`src/rtl/cpu_pkg.sv`:
```
// Shared encodings for the instruction controller and the datapath it drives.
package cpu_pkg;

  localparam logic [2:0] OPC_MOV = 3'b110;
  localparam logic [2:0] OPC_ALU = 3'b101;

  localparam logic [1:0] OP_MOV_IMM = 2'b10;
  localparam logic [1:0] OP_MOV_REG = 2'b00;
  localparam logic [1:0] OP_ADD     = 2'b00;
  localparam logic [1:0] OP_CMP     = 2'b01;
  localparam logic [1:0] OP_AND     = 2'b10;
  localparam logic [1:0] OP_MVN     = 2'b11;

  localparam logic [1:0] ALU_ADD = 2'b00;
  localparam logic [1:0] ALU_CMP = 2'b01;
  localparam logic [1:0] ALU_AND = 2'b10;
  localparam logic [1:0] ALU_MVN = 2'b11;

  localparam logic [1:0] SH_NONE = 2'b00;
  localparam logic [1:0] SH_LSL  = 2'b01;
  localparam logic [1:0] SH_LSR  = 2'b10;
  localparam logic [1:0] SH_ASR  = 2'b11;

  typedef enum logic [2:0] {
    S_WAIT, S_DECODE, S_WRITE_IMM, S_GET_A, S_GET_B, S_ALU, S_WRITE_REG
  } state_t;

  typedef enum logic [2:0] {
    CL_MOV_IMM, CL_MOV_REG, CL_ADD, CL_CMP, CL_AND, CL_MVN, CL_ILLEGAL
  } op_class_t;

  function automatic op_class_t classify(input logic [2:0] opcode, input logic [1:0] op);
    op_class_t cl;
    cl = CL_ILLEGAL;
    if (opcode == OPC_MOV && op == OP_MOV_IMM) cl = CL_MOV_IMM;
    else if (opcode == OPC_MOV && op == OP_MOV_REG) cl = CL_MOV_REG;
    else if (opcode == OPC_ALU) begin
      case (op)
        OP_ADD:  cl = CL_ADD;
        OP_CMP:  cl = CL_CMP;
        OP_AND:  cl = CL_AND;
        default: cl = CL_MVN;
      endcase
    end
    return cl;
  endfunction

endpackage

```
`src/rtl/instr_decoder.sv`:
```
// Pure field extraction and classification of the instruction register.
module instr_decoder
  import cpu_pkg::*;
(
  input  logic [15:0] i_ir,
  output logic [2:0]  o_rn,
  output logic [2:0]  o_rd,
  output logic [2:0]  o_rm,
  output logic [1:0]  o_sh,
  output op_class_t   o_class,
  output logic [15:0] o_imm_sx
);

  // Field slicing, class lookup and sign extension of imm8
  always_comb begin
    o_rn     = i_ir[10:8];
    o_rd     = i_ir[7:5];
    o_sh     = i_ir[4:3];
    o_rm     = i_ir[2:0];
    o_class  = classify(i_ir[15:13], i_ir[12:11]);
    o_imm_sx = {{8{i_ir[7]}}, i_ir[7:0]};
  end

endmodule

```
`src/rtl/instr_controller.sv`:
```
// Instruction register plus multi-cycle control FSM driving the datapath.
//
// state       | meaning
// WAIT        | idle, w=1, IR loadable, waiting for s
// DECODE      | classify IR, no strobes
// WRITE_IMM   | write sign-extended imm8 into Rn
// GET_A       | read Rn into A
// GET_B       | read Rm into B
// ALU         | compute into C, or status only for CMP
// WRITE_REG   | write C into Rd
module instr_controller
  import cpu_pkg::*;
(
  input  logic        clk,
  input  logic        reset,
  input  logic        s,
  input  logic        load,
  input  logic [15:0] in,
  output logic        w,
  output logic [2:0]  readnum,
  output logic [2:0]  writenum,
  output logic        vsel,
  output logic        loada,
  output logic        loadb,
  output logic        loadc,
  output logic        loads,
  output logic        write,
  output logic        asel,
  output logic        bsel,
  output logic [1:0]  shift,
  output logic [1:0]  ALUop,
  output logic [15:0] datapath_in
);

  state_t      r_state;
  state_t      w_next;
  logic [15:0] r_ir;
  logic [2:0]  w_rn, w_rd, w_rm;
  logic [1:0]  w_sh;
  op_class_t   w_class;
  logic [15:0] w_imm_sx;

  instr_decoder u_dec (
    .i_ir     (r_ir),
    .o_rn     (w_rn),
    .o_rd     (w_rd),
    .o_rm     (w_rm),
    .o_sh     (w_sh),
    .o_class  (w_class),
    .o_imm_sx (w_imm_sx)
  );

  // State register and IR; IR only accepts new words while idle
  always_ff @(posedge clk) begin
    if (reset) begin
      r_state <= S_WAIT;
      r_ir    <= 16'h0000;
    end else begin
      r_state <= w_next;
      if (r_state == S_WAIT && load) r_ir <= in;
    end
  end

  // Next-state logic
  always_comb begin
    w_next = r_state;
    case (r_state)
      S_WAIT:   if (s) w_next = S_DECODE;
      S_DECODE: begin
        case (w_class)
          CL_MOV_IMM:         w_next = S_WRITE_IMM;
          CL_MOV_REG, CL_MVN: w_next = S_GET_B;
          CL_ADD, CL_CMP, CL_AND: w_next = S_GET_A;
          default:            w_next = S_WAIT;
        endcase
      end
      S_WRITE_IMM: w_next = S_WAIT;
      S_GET_A:     w_next = S_GET_B;
      S_GET_B:     w_next = S_ALU;
      S_ALU:       w_next = (w_class == CL_CMP) ? S_WAIT : S_WRITE_REG;
      S_WRITE_REG: w_next = S_WAIT;
      default:     w_next = S_WAIT;
    endcase
  end

  // Moore outputs; reset overrides everything so no partial write-back escapes
  always_comb begin
    w           = 1'b0;
    readnum     = 3'd0;
    writenum    = 3'd0;
    vsel        = 1'b0;
    loada       = 1'b0;
    loadb       = 1'b0;
    loadc       = 1'b0;
    loads       = 1'b0;
    write       = 1'b0;
    asel        = 1'b0;
    bsel        = 1'b0;
    shift       = SH_NONE;
    ALUop       = ALU_ADD;
    datapath_in = w_imm_sx;
    case (r_state)
      S_WAIT: w = 1'b1;
      S_WRITE_IMM: begin
        writenum = w_rn;
        vsel     = 1'b1;
        write    = 1'b1;
      end
      S_GET_A: begin
        readnum = w_rn;
        loada   = 1'b1;
      end
      S_GET_B: begin
        readnum = w_rm;
        loadb   = 1'b1;
      end
      S_ALU: begin
        shift = w_sh;
        case (w_class)
          CL_CMP:     ALUop = ALU_CMP;
          CL_AND:     ALUop = ALU_AND;
          CL_MVN:     ALUop = ALU_MVN;
          default:    ALUop = ALU_ADD;
        endcase
        asel  = (w_class == CL_MOV_REG);
        loads = (w_class == CL_CMP);
        loadc = (w_class != CL_CMP);
      end
      S_WRITE_REG: begin
        writenum = w_rd;
        write    = 1'b1;
      end
      default: ;
    endcase
    if (reset) begin
      w        = 1'b1;
      readnum  = 3'd0;
      writenum = 3'd0;
      vsel     = 1'b0;
      loada    = 1'b0;
      loadb    = 1'b0;
      loadc    = 1'b0;
      loads    = 1'b0;
      write    = 1'b0;
      asel     = 1'b0;
      shift    = SH_NONE;
      ALUop    = ALU_ADD;
    end
  end

endmodule

```
`config.mk`:
```
export PLATFORM = sky130hd
export DESIGN_NAME = instr_controller
export DESIGN_NICKNAME = d
export VERILOG_FILES = /design/src/rtl/cpu_pkg.sv /design/src/rtl/instr_decoder.sv /design/src/rtl/instr_controller.sv
export SDC_FILE = /design/constraint.sdc
export NUM_CORES = 1
export LEC_CHECK = 0
export CORE_MARGIN = 5
export CORE_UTILIZATION = 35
export DETAILED_ROUTE_END_ITERATION = 7
export PLACE_DENSITY_LB_ADDON = 0.05
export SYNTH_ARGS = -nofsm -noshare
export SYNTH_HDL_FRONTEND = slang
export SYNTH_SLANG_ARGS = --single-unit
```
`constraint.sdc`:
```
create_clock -name clk -period 2.8 [get_ports clk]
set_input_delay 0.56 -clock clk [delete_from_list [all_inputs] [get_ports clk]]
set_output_delay 0.56 -clock clk [all_outputs]
set_load 0.005 [all_outputs]
```
==> flow_summary.ini <==
[run_status]
outcome = complete, no violations

[placement]
place_hpwl_um = 2310
place_congestion = 0.807
numPortBuffers = 53
place_area_mm2 = 0.00164

[floorplanning]
core-area_mm2 = 0.00331
die_w_um = 68.4
pin_count = 55
start_util_pct = 36.0
die_y_um = 68.4
fp-row-count = 21
dieArea_mm2 = 0.00467

[logic_synthesis]
yosysSeqAreaShare_pct = 31.9
synth_area_leaders = dfxtp_1 (32%), buf_4 (12%), nand2_1 (11%), a21oi_1 (8.0%), nor2_1 (3.1%)
syn_inst = 155
postSynthAreaPerCell_um2 = 7.69
yosysTopAreaCellShare_pct = 31.9
ys_types = 39
synth_fp_nets = 175
ys.flop_type = dfxtp_1
synth-edff-count = 0
yosys_warnings = 0
ys_ff_latch = 19
synth_area_leader_cell = dfxtp_1
netlist_area_mm2 = 0.00119
synthArstFlopShare_pct = 0

[job]
maxCapViolCount = 0

[clocking]
clock_sinks = 19
root_buffer = clkbuf_4
cts_buffers = 3
clock_latency_ps = 300
cts_buffer_depth = 2
post_cts_buffers = 0
h-tree-depth = 1
cts_tree = yes
postCtsHoldBufs = 0
clk_pin_slew_ps = 110
cts-resized-gates = 0

[global_routing]
grt_pass1_wl_um = 4900
track_usage_pct = 13.7
grt_pass1_vias = 1084
grt_max_degree = 27
grt.overflow.total = 0
antenna_found_initial = 0

[drt]
post-route-drc-count = 0
dr.pass1.iters = 4
final_antenna_net_count = 0
viasPerCell = 4.74
post_drt_wl_per_cell_um = 13.3
wl_um = 3130
drtIter0Drc = 19
vias = 1114

[setup_path]
r2r-end = r_ir[12]$_SDFFE_PP0P_
arrival_ps = 2130
end_kind = primary output
r2r_start = r_state[0]$_SDFFE_PP0P_
regToRegSetupSlack_ps = 1090
worst_setup_path_start_kind = input pin
path_max_fanout = 3
required_ps = 2240
path_class = input pin to primary output
reg2reg_depth = 3

[sta]
period_needed_ps = 2690
setup_viol = 0
grt_setup_unrepaired = false
worst_slew_pin_slew_ps = 588
relSlewSlack_pct = 60.7
maxSlewViolCount = 0
min_period_over_period_pct = 96.1
hold_viol_final = 0
fmax_mhz = 371
fin_worst_skew_ps = 0.972
tns_ps = 0

[worst_hold_path]
min_to = r_ir[3]$_SDFFE_PP0P_
hold_depth = 2
hold_path.class = register to register
min-delay-start = r_ir[3]$_SDFFE_PP0P_

[cells_and_area]
synthToLayoutAreaGrowth_pct = 41.7
final_area_mm2 = 0.00169
nets = 210
insertedDiodeCount = 0
drive_gt1_share_pct = 11.1

[pwr]
p_per_area_mw_per_mm2 = 341
ir_drop_v = 0.000184
cellLeakagePower_nw = 0.587
==> how the worst max path moves through the flow <==
stage	start	end	slack, ps	depth (start not counted)
global placement	reset	asel	70	5
CTS	reset	asel	50	5
detailed placement	reset	asel	60	5
finish	reset	loads	110	4
global route	reset	asel	20	5
floorplan	reset	loads	890	3
==> stage by stage <==
| stage | power (mW) | setup WS (ps) | hold WS (ps) | instances | util, % |
|---|---|---|---|---|---|
| finish | 0.577 | 108 | 477 | 235 | 51.0 |
| global route | 0.611 | 16.6 | 505 | 235 | 51.0 |
| CTS | 0.582 | 53.2 | 480 | 235 | 50.4 |
| detailed placement | 0.439 | 62.9 | 464 | 231 | 49.5 |
| global placement | 0.437 | 68.0 | 458 | 231 | 49.5 |
| floorplan | 0.388 | 887 | 445 | 155 | - |
==> Yosys cell counts (all sizes together) (2+ instances only) <==
library cell,instances
nand2,35
buf,25
a21oi,19
dfxtp,19
nor2,10
inv,5
a211o,4
clkbuf,3
mux2i,3
nor3,3
or4b,3
a22oi,2
and2,2
nand2b,2
nand3b,2
nor4b,2
==> registers in the layout, summed over array words and instances (netlist names) <==
signal and flops:
r_ir 16, r_state 3
==> power by group <==
group,internal [mW],switching [mW],leakage (nW)
combinational,0.0751,0.0468,0.413
sequential,0.287,0.0247,0.156
clock,0.0532,0.0901,0.0177
total,0.415,0.162,0.587
==> layout by cell type (no fill, tap or decap), drive strengths merged <==
cell           instances
nand2                 35
clkbuf                 3
nand4bb                1
or3                    1
and2                   2
a21o                   1
or3b                   1
and4bb                 1
mux2i                  3
inv                    5
clkinv                 1
dfxtp                 19
o21bai                 1
a311oi                 1
a2111oi                1
nor2b                  1
nand3b                 2
nand2b                 2
nor2                  10
or2                    1
a211oi                 1
a21oi                 19
conb                   1
or2b                   1
and3b                  1
nor4b                  2
a22oi                  2
nor3                   3
nor3b                  1
or4b                   3
a211o                  4
nand4b                 1
buf                    5
clkdlybuf4s50         53
==> metal layers <==
metal,GRT usage [%],share of wire (%)
met2,23.5,46
met4,2.23,0.22
met5,0,0
met3,4.93,7.1
met1,16.7,46
==> cell families (layout without fill, tap and decap cells) <==
kind of cell / count (synthesis) / count (layout) / share of synthesized area (%)
and+or+nand+nor: 69 / 69 / 31.5
DFF: 19 / 19 / 31.9
other: 1 / 1 / 0.314
buffers and inverters: 33 / 67 / 17.5
muxes: 3 / 3 / 2.52
AOI/OAI and AO/OA: 30 / 30 / 16.3
==> area by class of cell <==
class	instances	area, um^2
tap	46	57.6
inverter	5	18.8
fill	333	1620
clock buffer	3	22.5
sequential	19	380
clock inverter	1	5.00
timing repair buffer	58	581
multi-input combinational	103	624
==> critical path, cell delays in order <==
cell             delay, ps
clkdlybuf4s50_1        470
nand4bb_4              260
nor4b_1                300
clkdlybuf4s50_1        550
(Power assumes the default switching activity.)
